### config.mk
export PLATFORM = sky130hd
export DESIGN_NAME = wb_stage_buffered
export DESIGN_NICKNAME = d
export VERILOG_FILES = /design/src/rtl/wb_stage_buffered.sv
export SDC_FILE = /design/constraint.sdc
export NUM_CORES = 1
export LEC_CHECK = 0
export ABC_AREA = 1
export ABC_CLOCK_PERIOD_IN_PS = 2200
export CORE_UTILIZATION = 49
export CTS_CLUSTER_SIZE = 8
export DETAILED_ROUTE_END_ITERATION = 8
export PLACE_DENSITY = 0.81
export SLEW_MARGIN = 20
export SYNTH_ARGS = -nofsm -noshare
export SYNTH_HDL_FRONTEND = slang
export SYNTH_SLANG_ARGS = --single-unit
### constraint.sdc
create_clock -name clk -period 2.2 [get_ports clk]
set_input_delay 0.33 -clock clk [delete_from_list [all_inputs] [get_ports clk]]
set_output_delay 0.33 -clock clk [all_outputs]
set_load 0.005 [all_outputs]
### src/rtl/wb_stage_buffered.sv
// wb_stage_buffered: writeback stage with a small write queue.
//   Formats the writeback value (ALU result or extended load data), queues register writes
//   in a DEPTH-entry FIFO and drains one write per cycle into a registered output stage
//   whenever the register-file write port is free.
// Ports:
//   clk, rst          clock, asynchronous active-high reset
//   in_*              op from the memory stage (valid/ready handshake)
//   rf_busy           register-file write port unavailable this cycle
//   reg_write_*       registered register-file write (en pulses for one cycle per write)
//   wb_op_dest        copy of reg_write_dest for the hazard unit
//   pend_mask         one-hot OR of every queued / in-flight destination
//   q_count           number of occupied queue entries
module wb_stage_buffered #(
  parameter int unsigned DATA_W        = 16,
  parameter int unsigned REG_AW        = 3,
  parameter int unsigned DEPTH         = 4,
  parameter int unsigned ZERO_SUPPRESS = 1
) (
  input  logic                       clk,
  input  logic                       rst,
  input  logic                       in_valid,
  output logic                       in_ready,
  input  logic [DATA_W-1:0]          in_alu_data,
  input  logic [DATA_W-1:0]          in_mem_data,
  input  logic                       in_mem_sel,
  input  logic [1:0]                 in_ld_mode,
  input  logic                       in_wr_en,
  input  logic [REG_AW-1:0]          in_dest,
  input  logic                       rf_busy,
  output logic                       reg_write_en,
  output logic [REG_AW-1:0]          reg_write_dest,
  output logic [DATA_W-1:0]          reg_write_data,
  output logic [REG_AW-1:0]          wb_op_dest,
  output logic [(1<<REG_AW)-1:0]     pend_mask,
  output logic [$clog2(DEPTH):0]     q_count
);

  localparam int unsigned PtrW    = $clog2(DEPTH);
  localparam int unsigned CntW    = PtrW + 1;
  localparam int unsigned NumRegs = 1 << REG_AW;
  localparam int unsigned H       = DATA_W / 2;

  logic [REG_AW-1:0] mem_dest_q [DEPTH];
  logic [DATA_W-1:0] mem_data_q [DEPTH];

  logic [PtrW-1:0]   wr_ptr_q, wr_ptr_d;
  logic [PtrW-1:0]   rd_ptr_q, rd_ptr_d;
  logic [CntW-1:0]   count_q, count_d;
  logic              wen_q, wen_d;
  logic [REG_AW-1:0] dest_q, dest_d;
  logic [DATA_W-1:0] data_q, data_d;

  logic [DATA_W-1:0] fmt_data;
  logic              store;
  logic              push;
  logic              pop;

  // Writeback value formatting
  always_comb begin
    fmt_data = in_alu_data;
    if (in_mem_sel) begin
      unique case (in_ld_mode)
        2'b00:   fmt_data = in_mem_data;
        2'b01:   fmt_data = {{H{in_mem_data[H-1]}}, in_mem_data[H-1:0]};
        2'b10:   fmt_data = {{H{1'b0}}, in_mem_data[H-1:0]};
        default: fmt_data = {{H{1'b0}}, in_mem_data[DATA_W-1:H]};
      endcase
    end
  end

  // Readiness depends only on occupancy; a same-cycle pop never frees a slot early.
  assign in_ready = (count_q != CntW'(DEPTH));
  assign store    = in_wr_en && !((ZERO_SUPPRESS != 0) && (in_dest == '0));
  assign push     = in_valid && in_ready && store;
  assign pop      = (count_q != '0) && !rf_busy;

  always_comb begin
    wr_ptr_d = wr_ptr_q;
    rd_ptr_d = rd_ptr_q;
    count_d  = count_q;
    wen_d    = 1'b0;
    dest_d   = dest_q;
    data_d   = data_q;
    if (push) begin
      wr_ptr_d = wr_ptr_q + 1'b1;
    end
    if (pop) begin
      rd_ptr_d = rd_ptr_q + 1'b1;
      wen_d    = 1'b1;
      dest_d   = mem_dest_q[rd_ptr_q];
      data_d   = mem_data_q[rd_ptr_q];
    end
    unique case ({push, pop})
      2'b10:   count_d = count_q + 1'b1;
      2'b01:   count_d = count_q - 1'b1;
      default: count_d = count_q;
    endcase
  end

  always_ff @(posedge clk or posedge rst) begin
    if (rst) begin
      wr_ptr_q <= '0;
      rd_ptr_q <= '0;
      count_q  <= '0;
      wen_q    <= 1'b0;
      dest_q   <= '0;
      data_q   <= '0;
    end else begin
      wr_ptr_q <= wr_ptr_d;
      rd_ptr_q <= rd_ptr_d;
      count_q  <= count_d;
      wen_q    <= wen_d;
      dest_q   <= dest_d;
      data_q   <= data_d;
    end
  end

  // Payload storage needs no reset: an entry is only read while counted as occupied.
  always_ff @(posedge clk) begin
    if (push) begin
      mem_dest_q[wr_ptr_q] <= in_dest;
      mem_data_q[wr_ptr_q] <= fmt_data;
    end
  end

  // Pending destinations: occupied entries are the count_q slots starting at rd_ptr_q.
  always_comb begin
    logic [PtrW-1:0] idx;
    pend_mask = '0;
    idx       = '0;
    for (int unsigned i = 0; i < DEPTH; i++) begin
      idx = rd_ptr_q + PtrW'(i);
      if (CntW'(i) < count_q) begin
        pend_mask[mem_dest_q[idx]] = 1'b1;
      end
    end
    if (wen_q) begin
      pend_mask[dest_q] = 1'b1;
    end
  end

  assign reg_write_en   = wen_q;
  assign reg_write_dest = dest_q;
  assign reg_write_data = data_q;
  assign wb_op_dest     = dest_q;
  assign q_count        = count_q;

  logic unused_num_regs;
  assign unused_num_regs = (NumRegs == 0);

endmodule
**Word-level counts from Yosys, hierarchy flattened**

Memories as Yosys holds them, arrays and structs flattened. A register that Yosys moved wholly into a read port is not among the register bits.
Cells that the tools add are included.

- Output and inout port bits: 35
- Memories: 2
- Register bits after elaboration: 11
- Input bits: 43
- Bits in latches: 0
- Word-level logic and storage cells: 72
- RAM bits: 76
- Memory bits (read-only): 0

- Reductions and logical operators: 15
- $mul: 0
- Div/mod/pow operators: 0
- $lt $le $gt $ge: 14
- Eq/ne operators: 5
- Shift operators: 0
- Add/sub/neg operators: 6
- Multiplexer cells: 21
- Bitwise logic cells: 4

Memories:

| memory | words | bits a word | read ports | clocked after Yosys merged registers in | write ports | line | source |
|---|---|---|---|---|---|---|---|
| mem_data_q | 4 | 16 | 1 | 1 | 1 | 44 | `logic [DATA_W-1:0] mem_data_q [DEPTH];` |
| mem_dest_q | 4 | 3 | 4 | 0 | 1 | 43 | `logic [REG_AW-1:0] mem_dest_q [DEPTH];` |

Operator list:

| operator | number |
|---|---|
| 16-bit case mux with 3 select lines | 1 |
| 8-bit two-way mux | 5 |
| 8-bit bitwise OR | 4 |
| 3-bit by 4-bit less-than comparator with 1-bit output, second input constant | 5 |
| 16-bit two-way mux | 1 |
| 1-bit demux with 3-bit select | 5 |
| 3-bit by 1-bit >= comparator with 1-bit output, second input constant | 5 |
| 1-bit logical AND | 9 |
| 1-bit two-way mux | 8 |
| 1-bit by 3-bit less-than comparator with 1-bit output, first input constant | 2 |
| 2-bit by 3-bit less-than comparator with 1-bit output, first input constant | 2 |
| 3-bit case mux with 2 select lines | 1 |
| 2-bit by 1-bit adder with 2-bit output, second input constant | 2 |
| 2-bit adder, second input constant | 2 |
| 2-bit by 1-bit equality test with 1-bit output, second input constant | 2 |
| 2-bit equality test, second input constant | 2 |
| 3-bit by 1-bit adder with 3-bit output, second input constant | 1 |
| 3-bit logical NOT | 1 |
| 3-bit != test, second input constant | 1 |
| 3-bit nonzero test | 1 |
| 3-bit by 1-bit subtractor with 3-bit output, second input constant | 1 |
| 1-bit logical NOT | 2 |
| 2-bit logical NOT | 1 |
| 2-bit nonzero test | 1 |

**Logic depth before layout (Yosys ltp)**

An unclocked memory read counts as a cell.

- Depth after elaboration: 14
- Depth in mapped cells: 10
- Mapped depth without buffers: 10

**Worst setup path after synthesis**

Ideal clock, no wire load.

- Kind: register to register
- From: register count_q[0], in the netlist q_count[0]
- To: memory mem_data_q[0][0], enable pin
- Buffers on the path: 0
- Arrival time: 2016 ps
- Required time: 1805 ps
- Cell stages (with the launch flop): 6
- Library setup time: 395 ps
- Setup slack: -211 ps
- Clock period less this slack: 2411 ps
- Cell sequence: dfrtp_1 inv_1 ha_1 nand2_1 nand4_1 nor2_1

- Word-level cells in the longest chain between the ends: 5

Ends and longest elaborated chain:

| element | line | source |
|---|---|---|
| start, declared | 48 | `logic [CntW-1:0] count_q, count_d;` |
| start signal, assigned | 111 | `count_q <= count_d;` |
| 3-bit != test | 72 | `assign in_ready = (count_q != CntW'(DEPTH));` |
| net in_ready | 22 | `output logic in_ready,` |
| 1-bit logical AND (2 in a row) | 74 | `assign push = in_valid && in_ready && store;` |
| 1-bit two-way mux | 120 | `if (push) begin` |
| 1-bit two-way mux (not written as such) | 122 | `mem_data_q[wr_ptr_q] <= fmt_data;` |
| end, declared | 44 |  |

The timed path passes the listed nets, and every way through them passes these cells.

**Worst setup path after layout**

- From: register rd_ptr_q[0]
- To: output port pend_mask[7]

- Word-level cells in the longest chain between the ends: 14
- Elaborated cells between the ends (all ways): 33
- Those cells by class: 3 x add/sub; 8 x order compare; 13 x mux; 4 x bitwise; 4 x reduce/logical; 1 x memory

Ends and longest elaborated chain:

| element | line | source |
|---|---|---|
| start, declared | 47 | `logic [PtrW-1:0] rd_ptr_q, rd_ptr_d;` |
| start signal, assigned | 110 | `rd_ptr_q <= rd_ptr_d;` |
| 2-bit by 1-bit adder with 2-bit output or memory 4 x 3 bit (tied branches) | n/a |  |
| memory 4 x 3 bit * | n/a |  |
| 3-bit by 4-bit less-than comparator with 1-bit output (not written as such) (tied with other cells) | 134 | `pend_mask[mem_dest_q[idx]] = 1'b1;` |
| 1-bit logical AND (not written as such) or 1-bit two-way mux (tied branches) | 134 |  |
| 1-bit two-way mux (not written as such) or 1-bit demux with 3-bit select (tied branches) | 134 |  |
| 1-bit demux with 3-bit select or 8-bit two-way mux (tied branches) | 134, 133 |  |
| 8-bit bitwise OR (no source line) | n/a |  |
| 8-bit two-way mux | 133 | `if (CntW'(i) < count_q) begin` |
| 8-bit bitwise OR (no source line) | n/a |  |
| 8-bit two-way mux | 133 |  |
| 8-bit bitwise OR (no source line) | n/a |  |
| 8-bit two-way mux * | 133 |  |
| 8-bit bitwise OR (no source line) | n/a |  |
| 8-bit two-way mux * | 137 | `if (wen_q) begin` |
| end, declared | 34 | `output logic [(1<<REG_AW)-1:0] pend_mask,` |

Every way passes the cells marked *; elsewhere a longest branch is shown, timed or not.

==> summary.txt <==
Die
  • Core area: between 9000 and 10000 sq um
  • # rows: 36
  • Die ar.: around 11000 sq um
  • Chip height: 104 um
  • Top Ports: between 70 and 80
  • Initial Util: about half
  • Die W: roughly 100 um

Yosys
  • Mux contribution to synthesized area: 0%
  • Sequential-to-total area share from yosys stat: 57.7%
  • Synth Area in Compound Gates: just over 6%
  • Post-synth EDFFs: 76
  • Cells after Synth: ~570
  • Post-Synth Adder-Cell Area: under 10%
  • Yosys warning count: 0
  • Top-count cell post-synth: nand2_1
  • Async set or reset register ratio after synthesis: between 20% and 30%
  • Syn_nets: 620
  • Most instantiated cells after synthesis: 201 x nand2_1, 76 x edfxtp_1, 74 x nor2_1
  • Syn Area/Cell: between 9 and 10 sq um
  • Leading area contributor after synthesis: edfxtp_1
  • Yosys cell types: 30
  • Synth top area cells: edfxtp_1 44%, nand2_1 15%, dfrtp_1 13%, nor2_1 5.4%, nand3_1 3.0%
  • Post-Synth Simple-Gate Area: a little over a quarter
  • Yosys top cell area share: 44.5%
  • Post-synthesis cell area: ~5100 sq um
  • Synth Flop Type: edfxtp_1
  • XOR/XNOR share of the synthesized area: 0.854%
  • Largest family of logic cells by synthesized area: simple AND/OR/NAND/NOR gates
  • Synth Register Bits: around 100

STA
  • Crit share post-route: 105%
  • Max-slew violations: 0
  • Finish-stage setup viols: 9
  • Slew @ Worst Pin: between 0.4 and 0.5 ns
  • Minimum clock period: 2.30 ns
  • Relative slew slack: between 60 and 70%
  • Max Fclk: around 430 MHz
  • Setup Skew: 0.0150 ns
  • Final Hold Fails: 0
  • RSZ-0062 raised after global routing: true
  • Setup ws final: -0.0993 ns

Routing
  • TritonRoute pass-1 iters: 5
  • Initial DRC count: approximately 300
  • Final ANT Viol Nets: 0
  • Avg WL per Cell: 16.0 um
  • Drt drc: 0
  • Total Wirelength: 13600 um
  • DR vias: roughly 4500
  • Drt via density: about 5.4

Clock network
  • Htree depth: 3
  • Clk Latency, worst-skew pair: 0.38 ns
  • Post-CTS Hold Buffers: 0
  • Total CTS buffers: 9
  • CTS tree: built
  • Root buffer cell: clkbuf_8
  • Clock transition at the registers of the reported paths: 0.11 ns
  • CTS Sinks: just over 100
  • Clock Tree Buf Depth: 2

Final layout
  • Multi-input logic area: 2240 sq um
  • ANT cells: 0
  • Share of layout cells above drive strength 1: between 20 and 30%
  • Filler cells: a little over 700
  • Area growth, synth to finish: 38.4%
  • Final instance area: between 7000 and 8000 sq um
  • Fin cells: 848
  • Layout Nets: 762
  • Register area: 2960 sq um

Global route
  • Largest net degree at the start of global routing: 28
  • Vias in the first global route: about 4600
  • Overall Global Routing Usage: about 25%
  • Initial antenna violation count: 0
  • First-pass GRT wire length: around 21000 um
  • Overflow after GRT: 0

Setup path
  • Crit path max fanout: 8
  • CP Launch Type: register
  • Required time of the critical path: 1.87 ns
  • Crit Path Class: register to output port
  • Crit path DAT: around 2.0 ns
  • Setup crit end kind: output port

Place
  • Placed instance count: between 700 and 800
  • Placed cell area: between 6000 and 7000 sq um
  • Routability cong.: between 0.9 and 1
  • PortBufs: a little under 80
  • Dpl hpwl: a little under 9000 um
  • Dpl ws: -0.0525 ns

Power and ir drop
  • Final Power: around 0.0097 W
  • LEAKAGE: 3.04 nW
  • PD cells: around 1400 nW/um^2
  • Maximum vdd drop: between 700 and 800 uV

Outcome
  • Failing checks: negative setup slack
  • Status: complete, but fails checks

Run
  • # Max-Cap Violations: 0

Min path
  • HP Class: input pin to asynchronous set/reset pin
==> layout by cell type, fill, tap and decap left out, types with 9 or more instances in the layout <==
cell	synthesis	routed
ha_1	9	9
dfrtp_1	27	26
buf_4	5	51
nand3_2	1	16
nand2_1	201	166
a21oi_1	25	24
a22oi_1	10	10
buf_6	3	14
nand2_2	7	31
inv_1	40	35
nand4_1	12	12
clkbuf_8	0	9
nand3_1	31	13
edfxtp_1	76	76
nor2_1	74	67
clkdlybuf4s50_1	0	69
nand2_4	4	12
==> per-stage QoR <==
step,TNS [ns],util (%),hold WS (ns)
2_1_floorplan,-16.02,-,0.383
3_3_place_gp,0,62.5,0.462
3_5_place_dp,-0.119,62.5,0.467
4_1_cts,-0.255,69.4,0.327
5_1_grt,-1.19,71.3,0.355
6_report,-0.589,71.3,0.321
==> flip-flops by register name, summed over array words and instances (netlist names) <==
register	cells
q_count	3
reg_write_en	1
mem_data_q	64
mem_dest_q	12
rd_ptr_q	2
reg_write_dest	3
reg_write_data	16
wr_ptr_q	2
==> report_power, final <==
group	leakage (nW)	total (W)	internal, W	switching (W)
logic	1.93	0.00578	0.00262	0.00316
registers	1.01	0.00276	0.00249	0.000279
clock network	0.0966	0.00114	0.000444	0.000696
==> worst paths after layout <==
path,startpoint,endpoint,slack [ns],depth (start not counted)
worst max-delay path,rd_ptr_q[0],pend_mask[7],-0.1,11
worst min-delay path,rst,reg_write_data[14],0.32,3
worst max register to register,rd_ptr_q[0],reg_write_dest[0],-0.08,15
worst min register to register,reg_write_data[8],reg_write_data[8],0.49,2
max in group asynchronous,rst,rd_ptr_q[0],1.55,3
min in group clk,reg_write_data[8],reg_write_data[8],0.49,2
==> final cells by class <==
cell class,instances,area share (%)
inverters,44,2.50
clock inverters,7,1.02
repair buffers,146,19.1
repair inverters,1,0.0529
clock buffers,9,1.75
flip-flops and latches,103,41.7
multi-input cells,405,31.5
well taps,133,2.34
==> layer usage <==
metal	global-route usage (%)	vias up	wire [um]
li1	-	2161	-
met1	29.7	2126	5390
met2	44.7	227	7070
met3	3.76	32	802
met4	10.1	0	319
met5	0	-	0
==> worst max-delay path: stages, from the launching register on <==
cell and delay [ns]:
dfrtp_2 0.52, buf_6 0.19, nand2_1 0.06, nand2_1 0.11
nand2_2 0.07, nand2_2 0.08, buf_4 0.11, nand3_2 0.06
nor2_1 0.18, nor2_1 0.06, nand2_1 0.05, buf_2 0.10
==> kinds of logic after synthesis <==
logic type	Yosys count
compound gates	53
buf+inv	61
simple gates	337
fa+ha+maj	9
flops	103
xor+xnor	5
==> what timing repair did <==
| action | in CTS | in global routing |
|---|---|---|
| gates cloned | 4 | 0 |
| resized for setup | 107 | 40 |
| buffers inserted | 32 | 6 |
| endpoints found under the setup margin | 8 | 9 |
| pin swaps | 40 | 26 |
No activity file was read; power rests on OpenSTA's default activity.
